### src/rtl/alu_exec_stage.sv
// alu_exec_stage: execute-stage ALU followed by a 2-entry result FIFO.
// The ALU result and its flags are computed combinationally from a/b/opControl
// and written into the queue on acceptance. The head entry drives the outputs.
// The queue decouples operand fetch from writeback and branch resolution.
module alu_exec_stage #(
  parameter int WIDTH = 32,
  parameter int CNT_W = 8
) (
  input  logic             clk,
  input  logic             reset,
  input  logic             in_valid,
  output logic             in_ready,
  input  logic [3:0]       opControl,
  input  logic [WIDTH-1:0] a,
  input  logic [WIDTH-1:0] b,
  output logic             out_valid,
  input  logic             out_ready,
  output logic [WIDTH-1:0] result,
  output logic             zero,
  output logic             overflow,
  output logic             illegal,
  output logic [CNT_W-1:0] illegal_cnt
);

  // Operation codes produced by the ALU control decoder.
  typedef enum logic [3:0] {
    OP_AND = 4'b0000,
    OP_OR  = 4'b0001,
    OP_ADD = 4'b0010,
    OP_SUB = 4'b0110
  } op_e;

  // One queued result together with its flags.
  typedef struct packed {
    logic [WIDTH-1:0] result;
    logic             zero;
    logic             overflow;
    logic             illegal;
  } entry_t;

  localparam logic [CNT_W-1:0] CNT_MAX = {CNT_W{1'b1}};

  // ---------------------------------------------------------------------------
  // ALU datapath
  // ---------------------------------------------------------------------------
  logic [WIDTH-1:0] sum;
  logic [WIDTH-1:0] diff;
  logic             sign_a;
  logic             sign_b;
  entry_t           alu_entry;

  assign sum    = a + b;
  assign diff   = a - b;
  assign sign_a = a[WIDTH-1];
  assign sign_b = b[WIDTH-1];

  // Select the result for the presented opcode and derive its flags.
  always_comb begin
    // NOTE: every field gets a default before the case, so no path through
    // this block leaves a value unassigned (that would infer a latch).
    alu_entry          = '0;
    alu_entry.illegal  = 1'b0;
    alu_entry.overflow = 1'b0;
    unique case (opControl)
      OP_AND: alu_entry.result = a & b;
      OP_OR:  alu_entry.result = a | b;
      OP_ADD: begin
        alu_entry.result   = sum;
        // Same-sign operands whose sum flips sign.
        alu_entry.overflow = (sign_a == sign_b) && (sum[WIDTH-1] != sign_a);
      end
      OP_SUB: begin
        alu_entry.result   = diff;
        // Opposite-sign operands whose difference differs in sign from a.
        alu_entry.overflow = (sign_a != sign_b) && (diff[WIDTH-1] != sign_a);
      end
      default: begin
        // Unsupported codes, including the decoder's 4'b1111 "unknown".
        alu_entry.result  = '0;
        alu_entry.illegal = 1'b1;
      end
    endcase
    // NOTE: blocking assignments here because this is combinational logic;
    // the clocked blocks below use non-blocking assignments only.
    alu_entry.zero = (alu_entry.result == '0);
  end

  // ---------------------------------------------------------------------------
  // 2-entry result queue
  // ---------------------------------------------------------------------------
  entry_t     mem [2];
  logic       wr_ptr;
  logic       rd_ptr;
  logic [1:0] count;
  logic       push;
  logic       pop;
  entry_t     head;

  // Readiness depends only on registered occupancy and reset, never on
  // out_ready, so the upstream stage sees no combinational path from writeback.
  assign in_ready  = !reset && (count != 2'd2);
  // Entries about to be discarded by reset are not offered to the consumer.
  assign out_valid = !reset && (count != 2'd0);
  assign push      = in_valid && in_ready;
  assign pop       = out_valid && out_ready;
  assign head      = mem[rd_ptr];

  // Occupancy and pointer bookkeeping; pointers wrap modulo 2.
  always_ff @(posedge clk) begin
    if (reset) begin
      count  <= 2'd0;
      wr_ptr <= 1'b0;
      rd_ptr <= 1'b0;
    end else begin
      if (push) wr_ptr <= ~wr_ptr;
      if (pop)  rd_ptr <= ~rd_ptr;
      unique case ({push, pop})
        2'b10:   count <= count + 2'd1;
        2'b01:   count <= count - 2'd1;
        default: count <= count;
      endcase
    end
  end

  // Entry storage, written on acceptance.
  always_ff @(posedge clk) begin
    // NOTE: the storage array is deliberately not reset; occupancy gates every
    // read, so stale contents are never visible and no reset fan-out is needed.
    if (push) mem[wr_ptr] <= alu_entry;
  end

  // Saturating count of accepted illegal operations.
  always_ff @(posedge clk) begin
    if (reset) begin
      illegal_cnt <= '0;
    end else if (push && alu_entry.illegal && (illegal_cnt != CNT_MAX)) begin
      illegal_cnt <= illegal_cnt + 1'b1;
    end
  end

  // Head entry drives the outputs; an empty queue drives zeros.
  always_comb begin
    result   = '0;
    zero     = 1'b0;
    overflow = 1'b0;
    illegal  = 1'b0;
    if (out_valid) begin
      result   = head.result;
      zero     = head.zero;
      overflow = head.overflow;
      illegal  = head.illegal;
    end
  end

endmodule

### config.mk
export PLATFORM = sky130hd
export DESIGN_NAME = alu_exec_stage
export DESIGN_NICKNAME = d
export VERILOG_FILES = /design/src/rtl/alu_exec_stage.sv
export SDC_FILE = /design/constraint.sdc
export NUM_CORES = 1
export LEC_CHECK = 0
export BUFFER_PORTS_ARGS = -buffer_cell sky130_fd_sc_hd__buf_2
export CORE_MARGIN = 2
export CORE_UTILIZATION = 64
export CTS_CLUSTER_DIAMETER = 30
export DETAILED_ROUTE_END_ITERATION = 10
export GPL_ROUTABILITY_DRIVEN = 0
export PLACE_DENSITY_LB_ADDON = 0.05
export RECOVER_POWER = 25
export SLEW_MARGIN = 20
export SYNTH_ARGS = -nofsm -noshare
export SYNTH_HDL_FRONTEND = slang
export SYNTH_SLANG_ARGS = --single-unit
### constraint.sdc
create_clock -name clk -period 6.3 [get_ports clk]
set_input_delay 0.63 -clock clk [delete_from_list [all_inputs] [get_ports clk]]
set_output_delay 0.63 -clock clk [all_outputs]
set_load 0.01 [all_outputs]
==> results of run 1 <==
==> kinds of logic (layout without fill, tap and decap cells) <==
kind of cell / after synthesis / after routing / share of synthesized area (%)
buffers and inverters: 148 / 232 / 7.03
adders and majority gates: 104 / 104 / 15.6
DFF: 83 / 83 / 28.0
AOI/OAI and AO/OA: 278 / 278 / 22.0
xor gates and xnor gates: 34 / 34 / 3.53
and+or+nand+nor: 315 / 315 / 17.9
muxes: 49 / 49 / 5.84
==> synthesized netlist by cell type (all sizes together) (4+ instances only) <==
cell	n
nor3	18
a22o	5
nor3b	4
or4	4
clkbuf	33
ha	102
mux2i	48
nand3	9
a21oi	73
dfxtp	13
nor2	121
or2	5
o21ai	63
nor4	13
or3	8
edfxtp	70
nand2b	7
o211ai	13
nor2b	16
xnor2	24
a311oi	4
a21o	10
inv	91
buf	24
xor2	10
o31ai	9
o221ai	5
a31oi	9
a211oi	9
o21bai	8
o21a	8
nand2	72
nand4	16
and3	10
o22ai	15
==> worst paths after layout <==
kind	endpoint	slack, ps	cells after the start
min reg2reg	count[1]	510	2
max	mem[0][2]	1550	11
min	count[1]	510	2
max reg2reg	count[1]	3200	7
==> layout by cell type, fill, tap and decap left out, types with 5 or more instances in the layout <==
cell       netlist  final
and3_1          10     10
a211oi_1         9      9
o22ai_1         15     15
o211ai_1        13     13
nand2_1         72     72
dfxtp_1         13     12
clkbuf_1        33     11
inv_1           91     91
nand2b_1         7      7
o21ai_0         62     62
nor2b_1         16     16
nand4_1         16     16
o221ai_1         5      5
or3_1            8      8
nor4_1          10     10
edfxtp_1        70     70
a31oi_1          9      9
o31ai_1          9      9
buf_4            1      7
a21oi_1         71     71
clkbuf_16        0      9
o21bai_1         8      8
mux2i_1         48     48
ha_1           102    102
nor3_1          17     17
buf_2           14    107
o21a_1           8      8
nand3_1          9      9
a21o_1          10     10
xor2_1          10     10
xnor2_1         24     24
nor2_1         120    119
==> critical path, stage by stage <==
cell      delay (ps)
buf_2            660
or3_1            210
clkbuf_1         960
o22ai_1          310
nor4_1           340
nand4b_1         120
or4b_1           460
or4_1            420
nor4_1           300
nand4_1          190
nor4_2           250
==> cell type report <==
class	instances	area share, %
clock buffer	9	2.42
sequential	83	25.4
multi-input combinational	780	58.9
clock inverter	7	0.552
inverter	91	3.67
timing repair buffer	125	6.77
tap	172	2.31
==> flip-flops by register name, summed over array words and instances (netlist names), named ones only <==
| signal | cells |
|---|---|
| mem | 70 |
| illegal_cnt | 8 |
| count | 2 |
| rd_ptr | 1 |
| wr_ptr | 1 |
==> stage by stage <==
step	instance area (um2)	hold slack (ps)	utilization, %	power, uW	setup WS (ps)
CTS	9320	512	73.2	1710	2140
global route	9300	528	73.1	1800	1080
global placement	9040	488	71.1	1230	2010
finish	9300	511	73.1	1710	1550
detailed placement	9040	499	71.1	1240	1910
floorplan	8420	466	-	1080	2400
==> report_power, final <==
group          switching [uW]  internal, uW  total (uW)
Combinational             364           228         592
Clock                     206           268         473
Sequential               16.5           629         645
==> per-layer routing <==
metal  global-route usage (%)  part of all wire (%)  routed length [um]  vias to the layer above
li1                         -                     -                   -                     3794
met1                     42.2                    44                9350                     3580
met2                     48.0                    45                9470                      368
met3                     3.86                   8.7                1830                       43
met4                     8.33                   2.0                 423                        0
met5                        0                     0                   0                        -
==> reports/metrics.cfg, run 1 <==
[status]
status = finished, violations left
violations = capacitance limit, slew limit

[clock_tree]
cts_made_buffers = 9
cts_setup_buffers = 0
clk_pin_slew_worst_paths_ps = 60
clk_latency_ps = 330
htreeDepth = 3
cts_root_buffer = clkbuf_16
hold_buffers = 0
post_cts_resized = 0
cts_tree = yes
cts.path.max_buffers = 2
cts.sinks = 83

[cells_and_area]
multi_input_area_um2 = 5470
layout-drive-gt1-share_pct = 13.7
seqCellArea_um2 = 2360
fillCellCount = 1052
nNetsFinal = 1266
fin_cells = 1267
antennaDiodeCount = 0
syn2layout_area_growth_pct = 10.4

[setup_path]
startpoint = opControl[2]
endpoint_kind = flop
crit_path_start_kind = input port
crit_fanout = 48
cp.required_ps = 6430
cp.arrival_ps = 4880
worstSetupPathType = input port to flop
worstReg2RegStart = count[0]

[drt]
drc_errors = 0
wl_per_cell_um = 16.6
ant_nets = 0
first_pass_iters = 6
vias = 7785
wirelength_mm = 21.1
vias_per_cell = 6.14
drt_iter0_markers = 837

[job]
cap_violations = 2

[synth]
synth_edf_count = 70
synth.cell_area_um2 = 8420
synth_cell_types = 80
yosysTopAreaCellShare_pct = 25.0
synthesis.nets = 1187
ys_seq_area_share_pct = 28.0
ys_ff_latch = 83
ys.warnings.count = 0
synthCells = 1011
synth_area_leaders = edfxtp_1 (25%), ha_1 (15%), mux2i_1 (5.7%), nor2_1 (5.3%), a21oi_1 (4.2%)
yosys.area.top_type = edfxtp_1
synth.avg_cell_area_um2 = 8.33
async_reset_ff_share_pct = 0
ys.flop_type = edfxtp_1

[pwr]
powerDensity_nw_per_um2 = 184
leakagePower_uw = 0.00400
vdd_ir_drop_max_mv = 0.147

[die]
die_h_um = 119
dieArea_um2 = 14100
ioPinCount = 117
fp.dieW_um = 119
core_region_area_um2 = 12700
initial_core_util_pct = 66.2
rows = 41

[place]
placed_cells = 1251
port_buffers = 116
dpl.hpwl_mm = 16.2

[global_routing]
antenna_found_initial = 0
grt_max_degree = 65
grt-ovfl-total = 0
grt_pass1_wl_mm = 34.3
grt_pass1_vias = 6922
grt_usage_pct = 29.8

[timing]
slew_violations = 73
max_slew_margin_pct = -28.9
period_share_pct = 75.4
setup_viol = 0
setup_tns_ps = 0
fin_crit_ps = 4750
hold_viol = 0
fmax_mhz = 211
finClkSkew_ps = 5.02
tightest_slew_ps = 1930
rsz0062_at_grt = false

[min_path]
hold_class = flop to flop
hold_start = count[1]

No activity file was read; power rests on OpenSTA's default activity.
==> run 2, diff against run 1 <==
--- a/config.mk
+++ b/config.mk
@@ -7,7 +7,7 @@
 export LEC_CHECK = 0
 export BUFFER_PORTS_ARGS = -buffer_cell sky130_fd_sc_hd__buf_2
 export CORE_MARGIN = 2
-export CORE_UTILIZATION = 64
+export CORE_UTILIZATION = 60
 export CTS_CLUSTER_DIAMETER = 30
 export DETAILED_ROUTE_END_ITERATION = 10
 export GPL_ROUTABILITY_DRIVEN = 0
==> constraint.sdc (replaced) <==
create_clock -name clk -period 4.5 [get_ports clk]
set_input_delay 0.45 -clock clk [delete_from_list [all_inputs] [get_ports clk]]
set_output_delay 0.45 -clock clk [all_outputs]
set_load 0.01 [all_outputs]
==> run 2 against run 1 <==
The run still ends with capacitance limit, slew limit left. Critical path type unchanged. Clock-buffer cell count grew 2. Hold slack worse by 52 ps. Largest cell class unchanged. Utilization decreased by 5.0 points. Wire length up 5.6%. Largest power group unchanged.
==> reports/metrics.cfg, run 2 (synthesis results as in run 1) <==
[min_path]
hold_start = reset
hold_class = input port to flop

[global_routing]
grt_pass1_vias = 6790  ; -1.9%
grt_pass1_wl_mm = 34.8  ; +1.5%
antenna_found_initial = 0  ; unchanged
grt-ovfl-total = 0  ; unchanged
grt_usage_pct = 29.7  ; -0.079 points
grt_max_degree = 40  ; -38%

[die]
rows = 43  ; +4.9%
die_h_um = 122  ; +3.2%
ioPinCount = 117  ; unchanged
initial_core_util_pct = 61.2  ; -5.1 points
core_region_area_um2 = 13800  ; +8.3%
dieArea_um2 = 15000  ; +6.4%
fp.dieW_um = 122  ; +3.2%

[timing]
setup_viol = 0  ; unchanged
hold_viol = 0  ; unchanged
tightest_slew_ps = 2020  ; +86.9 ps
period_share_pct = 86.6
setup_tns_ps = 0  ; unchanged
fmax_mhz = 257
fin_ws_ps = 603  ; -949 ps
slew_violations = 36  ; -51%
max_slew_margin_pct = -34.6  ; -5.8 points
fin_crit_ps = 3900
rsz0062_at_grt = false
finClkSkew_ps = 3.87  ; -1.15 ps

[setup_path]
crit_family = simple AND/OR/NAND/NOR gates
slowest_delay_ps = 480  ; -480 ps
endpoint_kind = flop
worstPathCellList = clkbuf_1, inv_1, ha_1, fa_1, or2_1, a2111o_1, nand3_1, a31oi_1, o21bai_1, xor2_1, a221o_1, or4_1, nor4_1, nand4_1, nor4_2
startpoint = a[0]
worstSetupPathType = input port to flop
crit_path_start_kind = input port
crit_fanout = 4  ; -92%
cp.arrival_ps = 4050  ; -830 ps
critical_path.slowest_cell = or4_1
worstReg2RegStart = count[0]
cp.required_ps = 4650  ; -1780 ps
rrSetupSlack_ps = 1690  ; -1510 ps
cp.buffers_inverters = 2  ; unchanged

[drt]
drt_iter0_markers = 776  ; -7.3%
first_pass_iters = 5  ; -1
vias_per_cell = 6.15  ; +0.11%
drc_errors = 0  ; unchanged
vias = 7886  ; +1.3%
wirelength_mm = 22.2  ; +5.6%
ant_nets = 0  ; unchanged
wl_per_cell_um = 17.3  ; +4.3%

[clock_tree]
cts_made_buffers = 9  ; unchanged
cts.sinks = 83  ; unchanged
cts.path.max_buffers = 2  ; unchanged
hold_buffers = 0  ; unchanged
cts_tree = yes
clk_pin_slew_worst_paths_ps = 60  ; about the same
cts_root_buffer = clkbuf_16
cts_setup_buffers = 0  ; unchanged
post_cts_resized = 0  ; unchanged
htreeDepth = 3  ; unchanged
clk_latency_ps = 330  ; about the same

[cells_and_area]
nNetsFinal = 1273  ; +0.55%
antennaDiodeCount = 0  ; unchanged
utilization_pct = 68.1  ; -5.0 points
regMostFlops = mem
syn2layout_area_growth_pct = 11.3
final_common_cell = nor2_1
layout-drive-gt1-share_pct = 14.2  ; +0.55 points
largest_reg_flops = 70  ; unchanged
top_regs = mem: 70 flops, illegal_cnt: 8 flops, count: 2 flops
final_cell_mix = nor2_1 (119), buf_2 (106), ha_1 (102), inv_1 (91), nand2_1 (72)

[place]
place_ws_ps = 287  ; -1630 ps
port_buffers = 116  ; unchanged
dpl.hpwl_mm = 16.8  ; +3.7%

[pwr]
vdd_ir_drop_max_mv = 0.192  ; +31%
power_uw = 2440  ; +43%
leakagePower_uw = 0.00404  ; +1.1%
powerDensity_nw_per_um2 = 261  ; +42%

[status]
status = finished, violations left
violations = capacitance limit, slew limit

[job]
cap_violations = 1  ; -1

## run 2: cell types whose count changed in the layout (fill, tap and decap cells not counted), sizes merged
cell / change
inv: -2
clkbuf: +2
clkinvlp: -1
buf: +7
bufinv: +1
## run 2: cell type report
class                   instances  area [um2]
clock buffers                  11         233
clock inverters                 5        53.8
fillers                      1224        4390
inverters                      91         342
multi-input cells             780        5480
flip-flops and latches         83        2360
well taps                     180         225
repair buffers                132         684
## run 2: through the flow
| stage | area [um2] | hold slack, ps | std cells |
|---|---|---|---|
| 2_1_floorplan | 8420 | 466 | 1011 |
| 3_3_place_gp | 9110 | 488 | 1266 |
| 3_5_place_dp | 9110 | 496 | 1266 |
| 4_1_cts | 9400 | 451 | 1282 |
| 5_1_grt | 9380 | 477 | 1282 |
| 6_report | 9380 | 459 | 1282 |
## run 2: final timing paths
kind                          to  cells past startpoint
setup / recovery       mem[0][2]                     15
hold / removal            wr_ptr                      2
setup reg to reg      mem[1][18]                      4
hold reg to reg   illegal_cnt[7]                      2
## run 2: metal layers
metal | vias to the layer above | GRT usage [%] | wire length [um]
met3 | 22 | 3.16 | 1850
met5 | - | 0 | 0
li1 | 3803 | - | -
met2 | 367 | 48.1 | 10100
met4 | 0 | 7.76 | 301
met1 | 3694 | 42.5 | 10000
## run 2: where the power goes
group	internal [uW]	switching (uW)	leakage, uW
Sequential	881	24.3	0.000767
Combinational	325	516	0.00315
Clock	426	273	0.000129
Total	1630	813	0.00404
==> run 3, diff against run 2 <==
--- a/config.mk
+++ b/config.mk
@@ -7,7 +7,7 @@
 export LEC_CHECK = 0
 export BUFFER_PORTS_ARGS = -buffer_cell sky130_fd_sc_hd__buf_2
 export CORE_MARGIN = 2
-export CORE_UTILIZATION = 60
+export CORE_UTILIZATION = 64
 export CTS_CLUSTER_DIAMETER = 30
 export DETAILED_ROUTE_END_ITERATION = 10
 export GPL_ROUTABILITY_DRIVEN = 0
==> constraint.sdc (replaced) <==
create_clock -name clk -period 4.58 [get_ports clk]
set_input_delay 0.458 -clock clk [delete_from_list [all_inputs] [get_ports clk]]
set_output_delay 0.458 -clock clk [all_outputs]
set_load 0.01 [all_outputs]
==> run 3 against run 2 <==
The flow still finishes with violations (capacitance limit, slew limit). Hold slack better by 8.5 ps. Critical path type unchanged. Via count is 0.34% lower. Clock skew is 3.4 ps higher. Non-clock buffer count is 1 lower. Design area is 0.21% higher. Global-route usage is 1.1 points higher. Wire length is 2.3% lower. Final cell count is 0.86% lower. Combinational power is 2% lower. Power is 2.4% higher. Die area is 6.0% lower.
==> reports/metrics.cfg, run 3 (synthesis results as in run 1) <==
[setup_path]
rrSetupSlack_ps = 1420  ; -270 ps
cp.arrival_ps = 4070  ; +20 ps
slowest_delay_ps = 480  ; about the same
cp.required_ps = 4730  ; +80 ps
endpoint_kind = flop
reg2reg_to = count[1]
cp-endpoint = mem[0][2]
worstPathCellList = clkbuf_1, inv_1, ha_1, fa_1, or2_1, a2111o_1, nand3_1, a31oi_1, o21bai_1, xor2_1, a221o_1, or4_1, nor4_1, nand4_1, nor4_2
startpoint = a[0]
critical_path.slowest_cell = or4_1
rr_worst_depth = 7  ; +3
crit_fanout = 4  ; unchanged
worstSetupPathType = input port to flop
crit_path_start_kind = input port
worstReg2RegStart = count[0]

[job]
cap_violations = 2  ; +1

[clock_tree]
hold_buffers = 0  ; unchanged
cts_tree = yes
cts_setup_buffers = 0  ; unchanged
clk_latency_ps = 330  ; about the same
cts.sinks = 83  ; unchanged
post_cts_resized = 0  ; unchanged
clk_pin_slew_worst_paths_ps = 60  ; about the same
htreeDepth = 3  ; unchanged
cts_made_buffers = 9  ; unchanged
cts_root_buffer = clkbuf_16
cts.path.max_buffers = 2  ; unchanged

[drt]
vias_per_cell = 6.18  ; +0.52%
drt_iter0_markers = 782  ; +0.77%
wirelength_mm = 21.7  ; -2.3%
wl_per_cell_um = 17.1  ; -1.4%
ant_nets = 0  ; unchanged
drc_errors = 0  ; unchanged
first_pass_iters = 8  ; +3
vias = 7859  ; -0.34%

[global_routing]
antenna_found_initial = 0  ; unchanged
grt_max_degree = 37  ; -7.5%
gr-usage-met3_pct = 5.65  ; +2.5 points
grt_pass1_wl_mm = 35.1  ; +0.87%
top_usage_layer = met2
grt-ovfl-total = 0  ; unchanged
grt_usage_pct = 30.8  ; +1.1 points
use_met1_pct = 42.0  ; -0.57 points
gr-usage-met2_pct = 49.6  ; +1.5 points
grt_pass1_vias = 7107  ; +4.7%

[min_path]
hold_class = input port to flop
hold_depth = 2  ; unchanged

[pwr]
powerDensity_nw_per_um2 = 266  ; +2.2%
vdd_ir_drop_max_mv = 0.193  ; +0.60%
leakagePower_uw = 0.00407  ; +0.60%
power_uw = 2500  ; +2.4%

[die]
dieArea_um2 = 14100  ; -6.0%
initial_core_util_pct = 66.2  ; +5.1 points
core_region_area_um2 = 12700  ; -7.6%
rows = 41  ; -4.7%
fp.dieW_um = 119  ; -3.1%
die_h_um = 119  ; -3.1%
ioPinCount = 117  ; unchanged

[timing]
fin_crit_ps = 3920
setup_viol = 0  ; unchanged
finClkSkew_ps = 7.24  ; +3.37 ps
fmax_mhz = 255
hold_viol = 0  ; unchanged
setup_tns_ps = 0  ; unchanged
period_share_pct = 85.5
rsz0062_at_grt = false
tightest_slew_ps = 1950  ; -64.8 ps
slew_violations = 73  ; +100%
holdWs_ps = 467  ; +8.46 ps
max_slew_margin_pct = -30.3  ; +4.3 points

[cells_and_area]
syn2layout_area_growth_pct = 11.6
top_regs = mem: 70 flops, illegal_cnt: 8 flops, count: 2 flops
final_common_cell = nor2_1
layout-drive-gt1-share_pct = 14.1  ; -0.14 points
regMostFlops = mem
antennaDiodeCount = 0  ; unchanged
nNetsFinal = 1272  ; -0.079%
final_cell_mix = nor2_1 (119), buf_2 (106), ha_1 (102), inv_1 (91), nand2_1 (72)
fin_cells = 1271  ; -0.86%
finalInstanceArea_um2 = 9400  ; +0.21%
largest_reg_flops = 70  ; unchanged

[place]
dpl_cell_area_um2 = 9090  ; -0.25%
port_buffers = 116  ; unchanged
placed_cells = 1257  ; -0.71%
dpl.hpwl_mm = 16.8  ; about the same

[status]
violations = capacitance limit, slew limit
status = finished, violations left

## run 3: changes by cell type in the layout (fill, tap and decap cells not counted)
cell        change
and2_0          +1
and2_1          -1
buf_4           -1
bufinv_16       +2
clkbuf_1        -2
clkinv_1        -1
clkinv_2        +1
clkinv_4        +1
clkinvlp_2      -1
clkinvlp_4      -2
nor3b_1         +1
nor3b_2         -1
or2_0           +1
or2_2           -1
## run 3: routing by layer
metal	part of all wire, %	vias up	wire (um)
li1	-	3805	-
met1	44	3650	9470
met2	45	361	9840
met3	8.6	43	1880
met4	2.5	0	550
met5	0	-	0
## run 3: final cells by class
type / instances / area, um2
clock buffer: 9 / 225
timing repair buffer: 131 / 677
multi-input combinational: 780 / 5470
inverter: 91 / 342
clock inverter: 5 / 104
sequential: 83 / 2360
tap: 172 / 215
fill: 1034 / 3320
## run 3: through the flow
stage	setup WS, ps	util [%]
4_1_cts	699	74.0
2_1_floorplan	854	-
3_5_place_dp	436	71.4
5_1_grt	316	73.9
6_report	663	73.9
3_3_place_gp	505	71.4
## run 3: worst min-delay path by stage
stage / start / end / slack (ps)
floorplan: count[1] / count[1] / 470
global placement: illegal_cnt[7] / illegal_cnt[7] / 490
detailed placement: illegal_cnt[7] / illegal_cnt[7] / 490
CTS: reset / illegal_cnt[3] / 470
global route: reset / illegal_cnt[4] / 490
finish: reset / illegal_cnt[3] / 470
## run 3: worst max-delay path: cells and delay by family
kind,cells,cell delay (ps)
compound gates,4,1080
xor+xnor,1,160
fa+ha+maj,2,610
buf+inv,2,170
simple gates,6,1600
## run 3: power by group
| group | switching [uW] | total (uW) | internal, uW |
|---|---|---|---|
| Clock | 263 | 789 | 526 |
| Sequential | 24.0 | 889 | 865 |
| Combinational | 507 | 825 | 318 |
